[src/rtl/lfsr_pkg.sv]
// lfsr_pkg: shared types and constants for the LFSR and its bounded-random consumers
package lfsr_pkg;

  localparam int LFSR_WIDTH = 32;

  localparam logic [LFSR_WIDTH-1:0] LFSR_SEED = 32'hACE1_5EED;

  typedef enum logic [1:0] {
    IDLE,
    SAMPLE,
    HOLD
  } sampler_state_e;

endpackage

[src/rtl/lfsr_range_sampler_if.sv]
// lfsr_range_sampler_if: request/response handshake between a requester and the range sampler
interface lfsr_range_sampler_if #(
  parameter int W = 8
) ();

  logic         req_valid;
  logic         req_ready;
  logic [W-1:0] req_bound;
  logic         rsp_valid;
  logic         rsp_ready;
  logic [W-1:0] rsp_value;

  modport master (
    output req_valid, req_bound, rsp_ready,
    input  req_ready, rsp_valid, rsp_value
  );

  modport slave (
    input  req_valid, req_bound, rsp_ready,
    output req_ready, rsp_valid, rsp_value
  );

endinterface

[src/rtl/lfsr_mask_gen.sv]
// lfsr_mask_gen: smears N-1 into the smallest all-ones mask 2^k-1 that covers it
module lfsr_mask_gen #(
  parameter int W = 8
) (
  input  logic [W-1:0] bound_i,
  output logic [W-1:0] mask_o
);

  logic [W-1:0] nm1;

  assign nm1 = bound_i - W'(1);

  for (genvar i = 0; i < W; i++) begin : g_smear
    assign mask_o[i] = |nm1[W-1:i];
  end

endmodule

[src/rtl/lfsr_range_sampler.sv]
// lfsr_range_sampler: rejection-sampled uniform value in [0, N) from the LFSR state; define LFSR_SAMPLER_STATS_EN to count rejections on reject_cnt_o
module lfsr_range_sampler
  import lfsr_pkg::*;
#(
  parameter int W         = 8,
  parameter int MAX_TRIES = 8
) (
  input  logic                  clk_i,
  input  logic                  reset_ni,
  input  logic [LFSR_WIDTH-1:0] lfsr_state_i,
  lfsr_range_sampler_if.slave   bus,
  output logic [15:0]           reject_cnt_o
);

  localparam logic [7:0] LAST_TRY = 8'(MAX_TRIES - 1);

  sampler_state_e state_q, state_d;
  logic [W-1:0]   bound_q, bound_d;
  logic [W-1:0]   mask_q, mask_d;
  logic [W-1:0]   value_q, value_d;
  logic [W-1:0]   new_mask, cand;
  logic [7:0]     tries_q, tries_d;
  logic           rsp_valid_q;
  logic           reject;
  logic           unused_lfsr;

  assign unused_lfsr   = ^lfsr_state_i[LFSR_WIDTH-1:W];
  assign bus.req_ready = reset_ni && state_q == IDLE;
  assign bus.rsp_valid = rsp_valid_q;
  assign bus.rsp_value = value_q;
  assign cand          = lfsr_state_i[W-1:0] & mask_q;

  lfsr_mask_gen #(.W(W)) u_mask_gen (
    .bound_i (bus.req_bound),
    .mask_o  (new_mask)
  );

  // next state: accept in IDLE, draw masked candidates in SAMPLE, present the result in HOLD
  always_comb begin
    state_d = state_q;
    bound_d = bound_q;
    mask_d  = mask_q;
    value_d = value_q;
    tries_d = tries_q;
    reject  = 1'b0;
    case (state_q)
      IDLE: begin
        if (bus.req_valid && bus.req_ready) begin
          bound_d = bus.req_bound;
          mask_d  = new_mask;
          value_d = '0;
          tries_d = '0;
          state_d = bus.req_bound <= W'(1) ? HOLD : SAMPLE;
        end
      end
      SAMPLE: begin
        reject  = cand >= bound_q;
        value_d = reject ? cand - bound_q : cand;
        state_d = (!reject || tries_q == LAST_TRY) ? HOLD : SAMPLE;
        tries_d = tries_q + 8'd1;
      end
      HOLD: state_d = bus.rsp_ready ? IDLE : HOLD;
      default: state_d = IDLE;
    endcase
  end

  // state and datapath registers; reset abandons any in-flight request
  always_ff @(posedge clk_i or negedge reset_ni) begin
    if (!reset_ni) begin
      state_q     <= IDLE;
      bound_q     <= '0;
      mask_q      <= '0;
      value_q     <= '0;
      tries_q     <= '0;
      rsp_valid_q <= 1'b0;
    end else begin
      state_q     <= state_d;
      bound_q     <= bound_d;
      mask_q      <= mask_d;
      value_q     <= value_d;
      tries_q     <= tries_d;
      rsp_valid_q <= state_d == HOLD;
    end
  end

`ifdef LFSR_SAMPLER_STATS_EN
  // saturating count of rejected candidates, fallback cycle included
  always_ff @(posedge clk_i or negedge reset_ni) begin
    if (!reset_ni) reject_cnt_o <= '0;
    else if (reject && reject_cnt_o != 16'hFFFF) reject_cnt_o <= reject_cnt_o + 16'd1;
  end
`else
  logic unused_reject;
  assign unused_reject = reject;
  assign reject_cnt_o  = '0;
`endif

endmodule

[src/flat_wrapper.sv]
// flat-port wrapper written by rule: the top's interface ports become plain ports
module lfsr_range_sampler_flat import lfsr_pkg::*;
#(
  parameter int W         = 8,
  parameter int MAX_TRIES = 8
)
  (clk_i, reset_ni, lfsr_state_i, reject_cnt_o, bus_req_valid, bus_req_bound, bus_rsp_ready, bus_req_ready, bus_rsp_valid, bus_rsp_value);
  lfsr_range_sampler_if #(.W(W)) bus_i ();
  input  logic clk_i;
  input  logic reset_ni;
  input  logic [LFSR_WIDTH-1:0] lfsr_state_i;
  output logic [15:0] reject_cnt_o;
  input wire logic [$bits(bus_i.req_valid)-1:0] bus_req_valid;
  input wire logic [$bits(bus_i.req_bound)-1:0] bus_req_bound;
  input wire logic [$bits(bus_i.rsp_ready)-1:0] bus_rsp_ready;
  output wire logic [$bits(bus_i.req_ready)-1:0] bus_req_ready;
  output wire logic [$bits(bus_i.rsp_valid)-1:0] bus_rsp_valid;
  output wire logic [$bits(bus_i.rsp_value)-1:0] bus_rsp_value;
  assign bus_i.req_valid = bus_req_valid;
  assign bus_i.req_bound = bus_req_bound;
  assign bus_i.rsp_ready = bus_rsp_ready;
  assign bus_req_ready = bus_i.req_ready;
  assign bus_rsp_valid = bus_i.rsp_valid;
  assign bus_rsp_value = bus_i.rsp_value;
  lfsr_range_sampler #(.W(W), .MAX_TRIES(MAX_TRIES)) u_core (.clk_i(clk_i), .reset_ni(reset_ni), .lfsr_state_i(lfsr_state_i), .bus(bus_i), .reject_cnt_o(reject_cnt_o));
endmodule
[config.mk]
export PLATFORM = sky130hd
export DESIGN_NAME = lfsr_range_sampler_flat
export DESIGN_NICKNAME = d
export VERILOG_FILES = /design/src/rtl/lfsr_pkg.sv /design/src/rtl/lfsr_range_sampler_if.sv /design/src/rtl/lfsr_mask_gen.sv /design/src/rtl/lfsr_range_sampler.sv /design/src/flat_wrapper.sv
export SDC_FILE = /design/constraint.sdc
export NUM_CORES = 1
export LEC_CHECK = 0
export CAP_MARGIN = 20
export CORE_ASPECT_RATIO = 0.8
export CORE_MARGIN = 8
export CORE_UTILIZATION = 25
export CTS_CLUSTER_SIZE = 10
export DETAILED_ROUTE_END_ITERATION = 7
export PLACE_DENSITY = 0.54
export SKIP_CTS_REPAIR_TIMING = 1
export SLEW_MARGIN = 25
export SYNTH_ARGS = -nofsm -noshare
export SYNTH_HDL_FRONTEND = slang
export SYNTH_SLANG_ARGS = --single-unit
[constraint.sdc]
create_clock -name clk_i -period 2.5 [get_ports clk_i]
set_input_delay 0.375 -clock clk_i [delete_from_list [all_inputs] [get_ports clk_i]]
set_output_delay 0.375 -clock clk_i [all_outputs]
set_load 0.02 [all_outputs]
==> results of run 1 <==
## routing by layer
| metal | vias to the layer above | wire [um] |
|---|---|---|
| li1 | 931 | - |
| met1 | 809 | 2770 |
| met2 | 45 | 2120 |
| met3 | 4 | 317 |
| met4 | 0 | 56 |
| met5 | - | 0 |
## through the flow
stage                     cell area (um2)  hold WS [ns]  cells  util, %  setup TNS, ns
after floorplan                      2290        0.0794    266        -              0
after global placement               2660         0.465    399     29.9          -2.25
after detailed placement             2660         0.468    399     29.9          -2.59
after CTS                            2730         0.175    405     30.7        -0.0797
after global routing                 2760         0.196    406     31.1              0
final                                2760         0.154    406     31.1              0
## state kept, by name (all words and copies together), names as in the netlist
name / count
u_core.mask_q: 8
u_core.bus.rsp_valid: 1
u_core.bus.rsp_value: 8
u_core.bound_q: 8
u_core.state_q: 2
u_core.tries_q: 8
## cells in the final DEF (no fill, tap or decap), drive strengths merged, types with 3 or more instances in the layout
master          n
o21ai          32
nor3            4
dfrtp          35
xnor2           6
nand2          31
and3            5
conb           16
a21oi           3
and2            7
inv            11
o211ai          4
mux2i           3
a31oi           4
ha             12
buf            15
nand3          12
nand4           5
a21o            4
clkbuf          6
clkdlybuf4s50  28
nand2b          4
nor2           19
## logic make-up (layout without fill, tap and decap cells)
| logic type | Yosys count | after routing | synth area share, % |
|---|---|---|---|
| mux | 5 | 5 | 2.69 |
| buf+inv | 36 | 60 | 9.25 |
| flops | 35 | 35 | 39.2 |
| simple gates | 94 | 94 | 20.6 |
| xor+xnor | 8 | 8 | 3.14 |
| fa+ha+maj | 13 | 13 | 7.62 |
| compound gates | 59 | 60 | 17.3 |
| other cells | 1 | 16 | 0.168 |
## power by group through the flow
stage | clock network (mW) | logic, mW | registers [mW]
final | 0.369 | 1.71 | 0.841
after global placement | 0 | 1.63 | 0.847
after CTS | 0.389 | 1.65 | 0.840
after global routing | 0.418 | 1.92 | 0.863
after detailed placement | 0 | 1.64 | 0.851
after floorplan | 0 | 1.08 | 0.881
## path summary, 6_finish.rpt
kind,end,slack (ns),cells after the start,from
max,u_core.bus.rsp_value[0]$_DFFE_PN0P_,0.08,10,lfsr_state_i[0]
min,u_core.bus.rsp_value[0]$_DFFE_PN0P_,0.15,2,reset_ni
max reg2reg,u_core.bus.rsp_value[0]$_DFFE_PN0P_,0.29,9,u_core.mask_q[0]$_DFFE_PN0P_
min reg2reg,u_core.mask_q[3]$_DFFE_PN0P_,0.49,2,u_core.mask_q[3]$_DFFE_PN0P_
max in group asynchronous,u_core.mask_q[3]$_DFFE_PN0P_,2.02,2,reset_ni
min in group clk_i,u_core.mask_q[3]$_DFFE_PN0P_,0.49,2,u_core.mask_q[3]$_DFFE_PN0P_
## final cells by class
cell class / instances / area (um2) / area share (%)
Multi-Input combinational cell: 196 / 1240 / 44.9
Sequential cell: 35 / 876 / 31.7
Timing Repair Buffer: 43 / 390 / 14.1
Tap cell: 115 / 144 / 5.21
Clock buffer: 6 / 72.6 / 2.63
Inverter: 11 / 41.3 / 1.49
==> flow_metrics.env, run 1 <==
export IMPL_final_fill_count=952
export IMPL_crit_family="compound AO/OA/AOI/OAI gates"
export IMPL_gr_usage_met3_pct=2.63
export IMPL_drv_cap=0
export IMPL_finalNetCount=349
export IMPL_synth_area_top_cells="dfrtp_1 (39%), ha_1 (6.7%), o21ai_0 (6.1%), buf_4 (5.4%), nand2_1 (5.2%)"
export IMPL_fin_crit_ns=2.42
export IMPL_grt_busiest_layer="met1"
export IMPL_grtUsageMet2_pct=12.6
export IMPL_power_density_nw_per_um2=1060
export IMPL_path_max_fanout=5
export IMPL_layout_setup_ws_ns=0.0755
export IMPL_switchingPower_mw=1.19
export IMPL_slowest_stage="clkdlybuf4s50_1"
export IMPL_htreeDepth=2
export IMPL_cts_root_buf="clkbuf_8"
export IMPL_yosysMostFrequentCell="dfrtp_1"
export IMPL_synth_edff_count=0
export IMPL_gr_total_overflow=0
export IMPL_vias=1789
export IMPL_leakagePower_nw=1.23
export IMPL_drc=0
export IMPL_drv_slew=0
export IMPL_yosys_top_cells_count="dfrtp_1 (35), nand2_1 (31), o21ai_0 (27)"
export IMPL_numPortBuffers=29
export IMPL_start_kind="input port"
export IMPL_dieArea_um2=12200
export IMPL_clk_latency_ns=0.28
export IMPL_die_w_um=122
export IMPL_fmax_ghz=0.412
export IMPL_synthFlopType="dfrtp_1"
export IMPL_initial_core_util_pct=25.1
export IMPL_ys_warn_count=0
export IMPL_drive_gt1_share_pct=12.4
export IMPL_post_dp_hpwl_um=4000
export IMPL_grt_first_pass_wirelength_um=8600
export IMPL_drt_wl_total_um=5260
export IMPL_arrival_ns=2.63
export IMPL_post_route_period_util_pct=97.0
export IMPL_syn_area_um2=2230
export IMPL_power_mw=2.92
export IMPL_cts_sinks=35
export IMPL_syn_inst=251
export IMPL_vias_per_cell=4.41
export IMPL_pwr_share_clk_pct=12.6
export IMPL_ir_worst_vdd_v=0.000320
export IMPL_syn2layout_area_growth_pct=23.8
export IMPL_ys_seq_area_share_pct=39.2
export IMPL_firstDrtPassIters=4
export IMPL_place_ws_ns=-0.325
export IMPL_seqPwrFrac_pct=28.8
export IMPL_cts_tree="built"
export IMPL_synth_area_per_cell_um2=8.89
export IMPL_max_slew_margin_rel_pct=51.6
export IMPL_numCtsBuffers=5
export IMPL_grt_max_degree=36
export IMPL_hp_class="input port to async pin"
export IMPL_setup_worst_path_class="input port to register"
export IMPL_ios=70
export IMPL_path_cells="clkdlybuf4s50_1, nand2_1, ha_2, fa_2, nand2b_4, a21o_2, a21oi_4, a211o_4, mux2_4, o21ai_2"
export IMPL_core_area_um2=8880
export IMPL_p_int_mw=1.74
export IMPL_p_comb_share_pct=58.6
export IMPL_wire_per_inst_um=13.0
export IMPL_drtIter0Drc=86
export IMPL_antenna_cells=0
export IMPL_ys_async_sr_fraction_pct=100
export IMPL_gp_congestion=0.782
export IMPL_rsz0062_at_grt="no"
export IMPL_worstSetupEndpointType="register"
export IMPL_track_usage_pct=8.96
export IMPL_hold_viol_final=0
export IMPL_max_slew_worst_pin_slew_ns=0.725
export IMPL_fp_dieH_um=101
export IMPL_synth_top_area_share_pct=39.2
export IMPL_slowest_delay_ns=0.47
export IMPL_setup_violations=0
export IMPL_crit_buf_inv=1
export IMPL_status="complete, no violations"
export IMPL_crit_required_ns=2.70
export IMPL_clk_pin_slew_ns=0.06
export IMPL_skew_ns=0.00547
export IMPL_grt_pass1_vias=1752
export IMPL_grt_met1_usage_pct=12.8
export IMPL_clockBufferDepth=2
export IMPL_synth_cell_types=50
export IMPL_yosys_area_top_type="dfrtp_1"
export IMPL_placementRows=31
export IMPL_switching_share_pct=40.6
export IMPL_ys_ff_latch=35
export IMPL_antenna_left=0
export IMPL_antenna_found_initial=0
(Power assumes the default switching activity.)
==> inputs of run 2 (changes only) <==
--- a/config.mk
+++ b/config.mk
@@ -5,7 +5,7 @@
 export SDC_FILE = /design/constraint.sdc
 export NUM_CORES = 1
 export LEC_CHECK = 0
-export CAP_MARGIN = 20
+export CAP_MARGIN = 25
 export CORE_ASPECT_RATIO = 0.8
 export CORE_MARGIN = 8
 export CORE_UTILIZATION = 25
==> results of run 2 <==
Final layout, timing and power as in run 1 (identical DEF).
==> inputs of run 3 (changes only) <==
--- a/config.mk
+++ b/config.mk
@@ -5,6 +5,7 @@
 export SDC_FILE = /design/constraint.sdc
 export NUM_CORES = 1
 export LEC_CHECK = 0
+export ABC_CLOCK_PERIOD_IN_PS = 2500
 export CAP_MARGIN = 25
 export CORE_ASPECT_RATIO = 0.8
 export CORE_MARGIN = 8
==> results of run 3 <==
Final layout, timing and power as in run 1 (identical DEF).
